## src/rtl/capture_pkg.sv

```systemverilog
// Shared constants and FSM state encoding for the capture-stage phase-recovery control path.
package capture_pkg;

    localparam int CAP_RATIO  = 12;
    localparam int CAP_RMAX   = CAP_RATIO - 1;
    localparam int CAP_RBITS  = 4;
    localparam int CAP_SETTLE = 4;

    typedef enum logic [2:0] {
        ST_IDLE    = 3'd0,
        ST_SETTLE  = 3'd1,
        ST_MEASURE = 3'd2,
        ST_WRITE   = 3'd3,
        ST_NEXT    = 3'd4,
        ST_DONE    = 3'd5
    } state_t;

endpackage

```

## src/rtl/phase_match.sv

```systemverilog
// Holds the candidate phase and counts consecutive matching samples; lock_o flags the locking sample.
// PHASE_SCAN_DRIFT_EN: a sample within +/-1 (mod ratio) of the held phase also counts as a match.
module phase_match
    import capture_pkg::*;
#(
    parameter int RBITS = CAP_RBITS,
    parameter int RMAX  = CAP_RMAX,
    parameter int LOCKS = 3
) (
    input  logic             clk_s_i,
    input  logic             reset_i,
    input  logic             clear_i,
    input  logic             stb_i,
    input  logic [RBITS-1:0] phase_i,
    output logic [RBITS-1:0] held_o,
    output logic             lock_o
);

    localparam int MBITS = $clog2(LOCKS + 1);

    logic [MBITS-1:0] match_q, match_n;
    logic [RBITS-1:0] held_q;
    logic             in_range, same, load;

    // Out-of-range phases never match, so they always restart the run.
    assign in_range = (phase_i <= RBITS'(RMAX)) && (held_q <= RBITS'(RMAX));

`ifdef PHASE_SCAN_DRIFT_EN
    logic [RBITS-1:0] held_up, held_dn;
    assign held_up = (held_q == RBITS'(RMAX)) ? '0 : held_q + RBITS'(1);
    assign held_dn = (held_q == '0) ? RBITS'(RMAX) : held_q - RBITS'(1);
    assign same    = in_range && ((phase_i == held_q) || (phase_i == held_up) || (phase_i == held_dn));
`else
    assign same    = in_range && (phase_i == held_q);
`endif

    assign load = !clear_i && stb_i && !((match_q != '0) && same);

    always_comb begin
        match_n = match_q;
        if (clear_i) begin
            match_n = '0;
        end else if (stb_i) begin
            if ((match_q != '0) && same)
                match_n = (match_q == MBITS'(LOCKS)) ? match_q : match_q + MBITS'(1);
            else
                match_n = MBITS'(1);
        end
    end

    always_ff @(posedge clk_s_i or posedge reset_i) begin
        if (reset_i) begin
            match_q <= '0;
            held_q  <= '0;
        end else begin
            match_q <= match_n;
            if (load)
                held_q <= phase_i;
        end
    end

    assign held_o = held_q;
    assign lock_o = !clear_i && stb_i && (match_n == MBITS'(LOCKS));

endmodule

```

## src/rtl/phase_scan_ctrl.sv

```systemverilog
// Scans every source through the phase-recovery unit and records locked phases / timeouts.
// Optional PHASE_SCAN_DRIFT_EN (in phase_match) accepts +/-1 phase drift as a match.
module phase_scan_ctrl
    import capture_pkg::*;
#(
    parameter int WIDTH  = 24,
    parameter int SBITS  = 5,
    parameter int RBITS  = CAP_RBITS,
    parameter int RMAX   = CAP_RMAX,
    parameter int LOCKS  = 3,
    parameter int SETTLE = CAP_SETTLE,
    parameter int TBITS  = 12
) (
    input  logic             clk_s_i,
    input  logic             reset_i,
    input  logic             scan_i,
    input  logic             abort_i,
    output logic             align_o,
    output logic [SBITS-1:0] select_o,
    output logic             retry_o,
    input  logic             stb_i,
    input  logic [RBITS-1:0] phase_i,
    input  logic             error_i,
    output logic             wr_o,
    output logic [SBITS-1:0] wr_adr_o,
    output logic [RBITS-1:0] wr_dat_o,
    output logic [WIDTH-1:0] fail_o,
    output logic             busy_o,
    output logic             done_o,
    output state_t           state_o
);

    localparam int SCW = $clog2(SETTLE + 1);

    state_t           state_q, state_n;
    logic [SBITS-1:0] select_q;
    logic [WIDTH-1:0] fail_q;
    logic [SCW-1:0]   settle_q;
    logic [TBITS-1:0] tmo_q;
    logic             err_seen_q;
    logic             err_act, lock, scan_go, sel_inc, set_fail;
    logic [RBITS-1:0] held;

    // stb_i is a valid-only strobe: the phase unit has no backpressure, every strobe in MEASURE is consumed.
    assign err_act = (state_q == ST_MEASURE) && error_i && !err_seen_q;

    phase_match #(
        .RBITS (RBITS),
        .RMAX  (RMAX),
        .LOCKS (LOCKS)
    ) u_match (
        .clk_s_i (clk_s_i),
        .reset_i (reset_i),
        .clear_i ((state_q != ST_MEASURE) || err_act),
        .stb_i   (stb_i),
        .phase_i (phase_i),
        .held_o  (held),
        .lock_o  (lock)
    );

    always_comb begin
        state_n  = state_q;
        scan_go  = 1'b0;
        sel_inc  = 1'b0;
        set_fail = 1'b0;
        case (state_q)
            ST_IDLE: begin
                if (scan_i) begin
                    scan_go = 1'b1;
                    state_n = ST_SETTLE;
                end
            end
            ST_SETTLE: begin
                if (settle_q == SCW'(SETTLE - 1))
                    state_n = ST_MEASURE;
            end
            ST_MEASURE: begin
                if (lock) begin
                    state_n = ST_WRITE;
                end else if (tmo_q == '1) begin
                    set_fail = 1'b1;
                    state_n  = ST_NEXT;
                end
            end
            ST_WRITE: state_n = ST_NEXT;
            ST_NEXT: begin
                if (select_q == SBITS'(WIDTH - 1)) begin
                    state_n = ST_DONE;
                end else begin
                    sel_inc = 1'b1;
                    state_n = ST_SETTLE;
                end
            end
            ST_DONE: state_n = ST_IDLE;
            default: state_n = ST_IDLE;
        endcase
        if (abort_i && (state_q != ST_IDLE)) begin
            state_n  = ST_IDLE;
            sel_inc  = 1'b0;
            set_fail = 1'b0;
        end
    end

    always_ff @(posedge clk_s_i or posedge reset_i) begin
        if (reset_i) begin
            state_q    <= ST_IDLE;
            select_q   <= '0;
            fail_q     <= '0;
            settle_q   <= '0;
            tmo_q      <= '0;
            err_seen_q <= 1'b0;
        end else begin
            state_q    <= state_n;
            err_seen_q <= (state_q == ST_MEASURE) && error_i;
            settle_q   <= ((state_q == ST_SETTLE) && (state_n == ST_SETTLE)) ? settle_q + SCW'(1) : '0;
            tmo_q      <= ((state_q == ST_MEASURE) && (state_n == ST_MEASURE)) ? tmo_q + TBITS'(1) : '0;
            if (scan_go) begin
                select_q <= '0;
                fail_q   <= '0;
            end else begin
                if (sel_inc)
                    select_q <= select_q + SBITS'(1);
                if (set_fail)
                    fail_q <= fail_q | (WIDTH'(1) << select_q);
            end
        end
    end

    assign align_o  = (state_q == ST_MEASURE);
    assign busy_o   = (state_q != ST_IDLE);
    assign wr_o     = (state_q == ST_WRITE);
    assign done_o   = (state_q == ST_DONE);
    assign retry_o  = err_act;
    assign select_o = select_q;
    assign wr_adr_o = wr_o ? select_q : '0;
    assign wr_dat_o = wr_o ? held : '0;
    assign fail_o   = fail_q;
    assign state_o  = state_q;

endmodule

```

## config.mk

```make
export PLATFORM = sky130hd
export DESIGN_NAME = phase_scan_ctrl
export DESIGN_NICKNAME = d
export VERILOG_FILES = /design/src/rtl/capture_pkg.sv /design/src/rtl/phase_match.sv /design/src/rtl/phase_scan_ctrl.sv
export SDC_FILE = /design/constraint.sdc
export NUM_CORES = 1
export LEC_CHECK = 0
export ABC_AREA = 1
export BUFFER_PORTS_ARGS = -buffer_cell sky130_fd_sc_hd__buf_2
export CAP_MARGIN = 20
export CORE_UTILIZATION = 47
export CTS_CLUSTER_DIAMETER = 50
export DETAILED_ROUTE_END_ITERATION = 12
export GPL_TIMING_DRIVEN = 1
export PLACE_DENSITY = 0.77
export SYNTH_ARGS = -nofsm -noshare
export SYNTH_HDL_FRONTEND = slang
export SYNTH_SLANG_ARGS = --single-unit
```

## constraint.sdc

```tcl
create_clock -name clk_s_i -period 3.2 [get_ports clk_s_i]
set_clock_uncertainty 0.1 [all_clocks]
set_input_delay 0.16 -clock clk_s_i [delete_from_list [all_inputs] [get_ports clk_s_i]]
set_output_delay 0.16 -clock clk_s_i [all_outputs]
set_load 0.005 [all_outputs]
```

# Word level (Yosys, flattened, before mapping)
# Index checks and enable logic that the tools add are counted.
# word_totals
reg_bits	54
latchBits	0
mem_bits_rw	0
romBits	0
output_inout_bits	46
elab_cells	78
memories	0
# classes
n_addsub	4
n_mul	0
n_div	0
n_lt_le_gt_ge	2
n_eq_ne	14
shifts	1
mux	28
n_bitwise	1
reduce_logical	20
# op_table
operator	count
24-bit 2-to-1 mux	2
24-bit bitwise OR	1
1-bit by 5-bit << shifter with 24-bit output, first input constant	1
3-bit 2-to-1 mux	7
5-bit 2-to-1 mux	3
3-bit one-hot mux with 5 select lines	1
12-bit by 1-bit adder with 12-bit output, second input constant	1
12-bit == test, second input constant	1
3-bit by 2-bit == test with 1-bit output, second input constant	4
12-bit 2-to-1 mux	1
1-bit logical AND	11
1-bit 2-to-1 mux	9
4-bit <= comparator, second input constant	2
2-bit 2-to-1 mux	4
3-bit by 1-bit == test with 1-bit output, second input constant	2
3-bit == test, second input constant	2
2-bit nonzero test	3
5-bit by 1-bit adder with 5-bit output, second input constant	1
5-bit == test, second input constant	1
2-bit == test, second input constant	2
4-bit == test	1
4-bit 2-to-1 mux	1
3-bit by 1-bit adder with 3-bit output, second input constant	1
1-bit logical NOT	3
other kinds (5)	5

# Logic depth before layout (Yosys ltp)
# logic_depth
ltp_word	15
ltp_mapped	13
mapped_depth_nobuf	12

# By module
# A second synthesis with hierarchy kept.
# hier_totals
cells_unflattened	381
hier_area_um2	3029.2
# modules_own_cells
module	n_inst	cells_per_inst	area_each_um2	seq_area_each_um2
phase_scan_ctrl	1	328	2653.8	1201.2
phase_match	1	53	375.4	150.1

# Worst setup path before layout
# OpenSTA, ideal clock, no wires.
# synth_timing
kind	register to register
start	register tmo_q[0]
end	register tmo_q[2]
setup_time_ps	120
t_arrival_ps	1603
slack_ps	1377
path_stages_with_launch	14
path_buffers	1
path_cell_list	dfrtp_1 ha_1 nand2_2 nor2_1 nand3b_1 nor2_1 nand3_1 inv_1 nand2_1 nand2_1 nand2_1 nand3_2 buf_6 nor2_1
# synth_via
elab_chain_len	8
elab_cells_between_ends	9
cone_classes	add/sub: 1; eq/ne: 2; mux: 5; reduce/logical: 1
# synth_rtl
element	line	text
from (decl)	phase_scan_ctrl.sv:39	logic [TBITS-1:0] tmo_q;
from (signal assigned)	phase_scan_ctrl.sv:116	tmo_q <= ((state_q == ST_MEASURE) && (state_n == ST_MEASURE)) ? tmo_q + TBITS'(1) : '0;
12-bit == test	phase_scan_ctrl.sv:80	end else if (tmo_q == '1) begin
3-bit 2-to-1 mux	phase_scan_ctrl.sv:80	
3-bit 2-to-1 mux	phase_scan_ctrl.sv:78	if (lock) begin
3-bit one-hot mux with 5 select lines	phase_scan_ctrl.sv:66	case (state_q)
3-bit 2-to-1 mux	phase_scan_ctrl.sv:97	if (abort_i && (state_q != ST_IDLE)) begin
3-bit by 2-bit == test with 1-bit output	phase_scan_ctrl.sv:116	
1-bit logical AND	phase_scan_ctrl.sv:116	
12-bit 2-to-1 mux (*)	phase_scan_ctrl.sv:116	
# Every way passes the cells marked *; elsewhere a longest branch is shown, timed or not.
# A chain may end at the register's enable or synchronous reset.

# Worst setup path in the final report
# layout_timing
start	register tmo_q[0]
end	register fail_q[2], in the netlist fail_o[2]
# layout_via
elab_chain_len	6
# layout_rtl
element	line	text
12-bit == test	phase_scan_ctrl.sv:80	
1-bit 2-to-1 mux	phase_scan_ctrl.sv:80	
1-bit 2-to-1 mux	phase_scan_ctrl.sv:78	
1-bit 2-to-1 mux	phase_scan_ctrl.sv:66	
1-bit 2-to-1 mux	phase_scan_ctrl.sv:97	
2-bit nonzero test (no source line)	-	
to (signal assigned)	phase_scan_ctrl.sv:124	fail_q <= fail_q | (WIDTH'(1) << select_q);
to (decl)	phase_scan_ctrl.sv:37	logic [WIDTH-1:0] fail_q;
# No other way between the ends.

==> impl_results.md <==
- Hold path endpoint: err_seen_q
- Register area share after synthesis: 0.4669
- Leading post-synthesis cells by cell area: dfrtp_1 (47%), nor2_1 (8.4%), nand2_1 (7.9%), inv_1 (6.5%), ha_1 (3.9%)
- Synth Area in Adders: 0.03891
- Post-place setup slack: about 1.1 ns
- N_diodes: 0
- Critical path type: reg2reg
- Post-synth ARST share: 1.000
- R2r setup slk: between 1 and 1.5 ns
- Critical Path Start Type: flop
- Worst R2R End: fail_o[2]
- Dpl cells: ~480
- Mapped cell area: between 0.002 and 0.003 mm²
- HPWL Detailed: roughly 4500 µm
- Post-synthesis compound-gate area fraction: 0.08517
- Share of cells above drive strength 1: 0.2470
- Chip height: 80.47 µm
- Tot GR Track Use: 0.2066
- Required time worst endpoint: roughly 3.3 ns
- DR vias/cell: just under 5
- DRC Markers: 0
- Remaining global-route overflow: 0
- Min Tclk post-route: roughly 2.2 ns
- Mux contribution to synthesized area: 0
- Worst Max-Slew Pin Slew: roughly 0.52 ns
- Clk slew on worst S/H paths: roughly 0.09 ns
- Setup crit end kind: flop
- Post-synth top area share: 0.4669
- Post-Synthesis Mean Instance Area: a little over 8 µm²
- Final non-filler cell total: 492
- CTS Buf Count: 5
- CP max FO: 19
- Crit path arrival time: 2.32 ns
- Synthesis-stage register bit count: 54
- Root Driver: clkbuf_8
- CTS tree: built
- Status: completed
- RSZ-0062 raised after global routing: no
- Hold Fails Final Rpt: 0
- Simple-gate area share of the yosys netlist: 0.2923
- Mapped Cells: around 360
- Worst-case reg-to-reg path depth: 11
- Fillers: 566
- XOR/XNOR share of the synthesized area: 0.02724
- Largest net degree at the start of global routing: 36
- Worst rel slew slack: 0.6512
- Pwr/cell area: between 500 and 600 mW/mm²
- Clock sink count: 54
- Post-CTS Resized: 0
- Die footprint: around 0.0065 mm²
- GPL Wtd Cong: ~0.84
- First-pass GRT wire length: a little over 10000 µm
- Antenna violations before repair: 0
- # rows: 28
- DIE WIDTH: 80.47 µm
- Post-Route Setup TNS: 0 ns
- Synth Net Count: around 380
- Initial DRT Pass Iterations: 5
- Vias in the first global route: around 2300
- Setup violators final: 0
- LEAKAGE: ~1.7 nW
- Synth area leader: dfrtp_1
- Maximum clock rate: around 460 MHz
- DRT iter0 DRCs: 114
- Number of I/O pins: 56
- Max Cap Viol: 0
- YS warnings: 0
- Routed WL: 6072 µm
- Post-synth EDFFs: 0
- Dominant synthesized flop cell: dfrtp_1
- IO buf count: 55
- Post-DR wirelength/cell: between 10 and 15 µm
- Largest family of logic cells by synthesized area: simple AND/OR/NAND/NOR gates
- Initial core utilization: 0.4888
- Area growth from synthesis to layout: 16.08%
- Antenna viol nets, final: 0
- WHS Path Cells: 3
- Fin worst setup slack: around 1.0 ns
- Pins Over Slew Limit: 0
- Hold Crit Class: in2reg
- CTS Buffer Depth: 2
- Skew-Pair Late Insertion Delay: 0.31 ns
- CORE AREA: a little under 0.006 mm²
- Synth unique cells: 33
- Final #Nets: ~440
- Peak VDD IR: 0.2230 mV
- Min-Delay Startpoint: error_i
- RR Startpoint: tmo_q[0]
- H-tree depth: 2
- Tcrit/Tclk final: 0.6824
- Via Count: ~2400
## power by group
| group | internal (mW) | switching [mW] |
|---|---|---|
| Sequential | 0.744 | 0.0604 |
| Combinational | 0.146 | 0.283 |
| Clock | 0.231 | 0.227 |
| Total | 1.12 | 0.569 |
## Yosys cell counts (all sizes together) (5+ instances only)
library cell / number
nor3: 13
inv: 53
o21ai: 10
nand2: 74
nand3: 16
xor2: 7
buf: 5
nand4: 5
dfrtp: 54
nor2: 71
ha: 9
a21oi: 29
## critical path, stage by stage, from the launching register on
cell      delay (ns)
dfrtp_1         0.38
ha_1            0.20
nand2_2         0.08
nor2_1          0.14
nand3b_1        0.17
nor4_4          0.20
nand2_2         0.14
nor2_8          0.30
inv_2           0.16
nand2_4         0.12
nand2_1         0.06
nand2_1         0.06
## cell usage in the layout, fill, tap and decap left out, types with 5 or more instances in the layout
| cell | n |
|---|---|
| o21ai_0 | 9 |
| nor3_1 | 13 |
| dfrtp_1 | 54 |
| buf_2 | 55 |
| a21oi_2 | 9 |
| nor2_2 | 5 |
| a21oi_1 | 20 |
| clkbuf_8 | 5 |
| xor2_1 | 7 |
| nand2_2 | 12 |
| nand2_1 | 61 |
| nand3_1 | 15 |
| nor2_1 | 64 |
| ha_1 | 9 |
| inv_1 | 49 |
## logic make-up after synthesis
family                     Yosys count
and+or+nand+nor                    183
buffers and inverters               62
DFF                                 54
AOI/OAI and AO/OA                   41
xor gates and xnor gates             9
adders and majority gates            9
## routing by layer
layer / part of all wire / up-vias / GRT usage
met5: 0 / - / 0
met4: 0.023 / 0 / 0.08393
met3: 0.041 / 12 / 0.03750
met2: 0.47 / 62 / 0.3424
met1: 0.47 / 1126 / 0.2645
li1: - / 1230 / -
## worst max-delay path by stage
stage	start	to	slack (ns)
2_1_floorplan	tmo_q[0]	tmo_q[2]	1.38
3_3_place_gp	tmo_q[0]	fail_o[0]	1.18
3_5_place_dp	tmo_q[0]	fail_o[1]	1.06
4_1_cts	tmo_q[0]	fail_o[2]	1.02
5_1_grt	tmo_q[0]	fail_o[18]	0.81
6_report	tmo_q[0]	fail_o[2]	1.02
## flip-flops by register name (all words and copies together) (netlist names)
name             cells
settle_q             3
tmo_q               12
state_o              3
u_match.match_q      2
err_seen_q           1
select_o             5
fail_o              24
u_match.held_o       4
## cell type report
class | instances | area, µm² | share of cell area
clock inverters | 3 | 40.04 | 0.01192
repair buffers | 58 | 312.8 | 0.09311
clock buffers | 5 | 68.82 | 0.02048
well taps | 75 | 93.84 | 0.02793
flip-flops and latches | 54 | 1351 | 0.4022
inverters | 55 | 206.4 | 0.06145
multi-input cells | 242 | 1286 | 0.3829
## through the flow
stage                 util  area [µm²]  hold slack [ns]  power, mW
floorplan                -        2894           0.2256      1.094
global placement    0.5440        3221           0.3211      1.221
detailed placement  0.5473        3241           0.1010      1.241
CTS                 0.5674        3359          0.01448      1.703
global route        0.5674        3359          0.04825      1.801
finish              0.5674        3359          0.01607      1.690
## repair_timing
item,CTS,global route
hold endpoints to repair,19,0
buffers inserted,0,0
hold buffers,1,0
Note: power is estimated with default switching activity, not from simulation.
